$ cat src/rtl/reg_file.sv
// DEPTH x WIDTH register file: one synchronous write port, two combinational read ports,
// and a per-register written-since-reset valid bit. Define REGFILE_BYPASS_EN for write-through forwarding.
module reg_file #(
   parameter int WIDTH = 8,
   parameter int DEPTH = 8,
   parameter int AW    = 3
) (
   input  logic             clk,
   input  logic             reset_n,
   input  logic             write_en,
   input  logic [AW-1:0]    in_addr,
   input  logic [WIDTH-1:0] in_data,
   input  logic [AW-1:0]    out1_addr,
   input  logic [AW-1:0]    out2_addr,
   output logic [WIDTH-1:0] out1,
   output logic [WIDTH-1:0] out2,
   output logic             out1_valid,
   output logic             out2_valid,
   output logic [DEPTH-1:0] valid_map
);

   logic [WIDTH-1:0] regs [DEPTH];
   logic [DEPTH-1:0] valid;

   always_ff @(posedge clk) begin
      if (!reset_n) begin
         // NOTE: the storage array is cleared on reset because reads after reset must return 0,
         // so it cannot be left as an unreset RAM; non-blocking assignments keep all updates on the edge.
         for (int i = 0; i < DEPTH; i++) begin
            regs[i] <= '0;
         end
         valid <= '0;
      end else if (write_en) begin
         regs[in_addr]  <= in_data;
         valid[in_addr] <= 1'b1;
      end
   end

   assign valid_map = valid;

`ifdef REGFILE_BYPASS_EN
   logic fwd1, fwd2;

   // A pending write is forwarded to any port reading its address, ahead of the edge.
   always_comb begin
      fwd1       = reset_n && write_en && (out1_addr == in_addr);
      fwd2       = reset_n && write_en && (out2_addr == in_addr);
      out1       = fwd1 ? in_data : regs[out1_addr];
      out2       = fwd2 ? in_data : regs[out2_addr];
      out1_valid = fwd1 | valid[out1_addr];
      out2_valid = fwd2 | valid[out2_addr];
   end
`else
   always_comb begin
      out1       = regs[out1_addr];
      out2       = regs[out2_addr];
      out1_valid = valid[out1_addr];
      out2_valid = valid[out2_addr];
   end
`endif

endmodule

$ cat config.mk
export PLATFORM = sky130hd
export DESIGN_NAME = reg_file
export DESIGN_NICKNAME = d
export VERILOG_FILES = /design/src/rtl/reg_file.sv
export SDC_FILE = /design/constraint.sdc
export NUM_CORES = 1
export LEC_CHECK = 0
export CAP_MARGIN = 30
export CORE_ASPECT_RATIO = 0.75
export CORE_MARGIN = 5
export CORE_UTILIZATION = 50
export DETAILED_ROUTE_END_ITERATION = 8
export GPL_TIMING_DRIVEN = 0
export PLACE_DENSITY = 0.73
export SETUP_SLACK_MARGIN = 0.1
export SLEW_MARGIN = 10
export SYNTH_ARGS = -nofsm -noshare
export SYNTH_HDL_FRONTEND = slang
export SYNTH_SLANG_ARGS = --single-unit
export TNS_END_PERCENT = 5
$ cat constraint.sdc
create_clock -name clk -period 7.6 [get_ports clk]
set_clock_uncertainty 0.2 [all_clocks]
set_input_delay 2.28 -clock clk [delete_from_list [all_inputs] [get_ports clk]]
set_output_delay 2.28 -clock clk [all_outputs]
set_load 0.02 [all_outputs]
==> metrics <==
Worst path slowest cell clkdlybuf4s50_1; Die ar. 9651 µm²; DR iter-0 viols 234; maximum fanout along the worst path 10; dpl cells 399; Die H 86.34 µm; # resized after CTS 0; FF-to-FF End valid_map[3]; boundary pin count 46; hold path start valid_map[4]; Critical R2R Launch valid_map[3]; setup bufs post-CTS 0; Sink Count 72; Worst-Margin Slew 0.9571 ns; final period utilization 0.8871; Overall Power 0.9350 mW; PortBufs 39; initial antenna violation count 0; pin count of the biggest net entering global routing 15; fmax 148.3 MHz; Cell Rows 27; RSZ-0062 raised after global routing no; CP startpoint kind input port; adder-cell share of the synthesized area 0; Global Route Usage Sum 0.2069; Finished Layout Cells 415; largest family of logic cells by synthesized area multiplexers; Clk Tree Root Cell clkbuf_8; Clock H-tree levels 3; vias post-DR 2608; r2r setup slk 6.77 ns; Ys Warns 0; complex-gate fraction of the synthesized area 0.02061; clock tree buffer depth 2; final core utilization 0.6186; Yosys reg bits 72; wirelength, routed 9598 µm; maximum VDD drop 0.0001003 V; minimum clock period 6.742 ns; first-pass GRT wire length 14790 µm; CTS tree yes; Fin Hold WS 0.3088 ns; number of routed nets with antenna violations 0; DP HPWL 6761 µm; leakage 1.549 nW; number of fillers in the final layout 576; Initial Util 0.5204; final hold violation count 0; syn_area_per_cell 15.18 µm²; CP Class input port to output port; sequential area share after synthesis 0.5359; WP buf/inv 3; Post-Synth XOR/XNOR Area 0; total negative slack 0 ns; Syn Std Cell Area 3885 µm²; Critical Path End Type output port; # hold bufs at CTS 0; Area contributors post-synth edfxtp_1 49%, mux4_1 24%, nor3_1 8.2%; Final Setup Violations 0; critical path cell sequence clkbuf_1 > buf_2 > mux4_1 > mux2_2 > clkdlybuf4s50_1; slowest stage delay, CP 0.55 ns; vias in the first global route 2689; WP data required 5.12 ns; MaxCap Viol Count 0; DR DRC count 0; total grt overflow 0; post-synthesis simple-gate area fraction 0.1002; Cells after Synth 256; most frequent cells in the layout 64 x nor3_1, 64 x edfxtp_1, 39 x clkdlybuf4s50_1, 36 x mux4_1, 20 x clkbuf_1; hold endpoint valid_map[4]; Clock Latency Late Sink 0.35 ns; drt wl/cell 23.13 µm; Via density 6.284; class of the worst hold path flop to flop; post-synth top area cell edfxtp_1; Reg clk slew, reported paths 0.07 ns; NumNets Final 329; crit-path leading delay family buffers and inverters; RePlAce Congestion 0.8245; P per Cell Area 202.5 nW/µm²; mux cell area share after synthesis 0.2957; Yosys cell types 17; Max Slew Vio Count 0; share of cells above drive strength 1 0.1401; Die X 111.8 µm; Data arrival, critical path 4.26 ns; Reg2Reg Depth 2; n_diodes 0; status finished, final reports clean; first-pass detailed-route iteration total 5; Mapped Nets 276; synth-to-layout area growth 18.87%; hold depth 2; total CTS buffers 9; area of the core 7466 µm²; Yosys top cell area share 0.4947; Rel. slew slack 0.3576
## cell usage after synthesis
library cell and instances:
dfxtp_1 8, buf_6 2, buf_12 2, edfxtp_1 64, nand3b_1 2, mux4_1 36, clkinv_1 8, clkbuf_1 20
nand3_1 1, nand2b_1 1, buf_1 2, nor3_1 64, or3b_2 1, nand2_1 9, o21ai_0 16, mux2_2 18
buf_2 2
## flip-flops by register name (all words and copies together), names as in the netlist
signal / flops
regs: 64
valid_map: 8
## stage by stage
stage               setup slack (ns)  area, µm²
detailed placement            0.8278       4417
CTS                           0.8217       4618
global placement              0.8603       4402
floorplan                      1.734       3885
finish                        0.8583       4618
global route                  0.7948       4618
## cell type report
class                   instances  area, µm²  area share
plain buffers                  28      155.1     0.03360
clock buffers                   9      123.9     0.02682
clock inverters                 7      77.57     0.01680
inverters                       8      30.03    0.006502
multi-input cells             148       1618      0.3503
flip-flops and latches         72       2082      0.4508
well taps                     101      126.4     0.02736
repair buffers                 42      405.4     0.08778
## tightest hold or removal path, delay by kind of cell, from the launching register on
| family | cells | cell delay [ns] |
|---|---|---|
| flip-flops | 1 | 0.34 |
| AND/OR/NAND/NOR | 1 | 0.06 |
| AO/OA/AOI/OAI | 1 | 0.06 |
## worst max path at each step
stage                            start       to  cells after the start
after floorplan           out1_addr[0]  out1[0]                      4
after global placement    out2_addr[2]  out2[0]                      5
after detailed placement  out1_addr[2]  out1[0]                      5
after CTS                 out1_addr[2]  out1[0]                      5
after global routing      out1_addr[2]  out1[0]                      5
final                     out1_addr[2]  out1[0]                      5
## power breakdown
group          leakage (nW)  internal [mW]  switching (mW)  total (mW)
Sequential            0.678          0.454          0.0108       0.465
Combinational         0.770         0.0778          0.0820       0.160
Clock                 0.100          0.154           0.156       0.311
## layer usage
layer	up-vias	wire, µm	share of wire	GRT usage
met5	-	0	0	0
met4	0	197	0.021	0.06519
met3	15	949	0.099	0.05722
met2	156	4602	0.48	0.3270
met1	1277	3848	0.40	0.2818
li1	1160	-	-	-
## kinds of logic after synthesis
family	Yosys count
muxes	54
AOI/OAI and AO/OA	16
buffers and inverters	36
DFF	72
and+or+nand+nor	78
No activity file was read; power rests on OpenSTA's default activity.
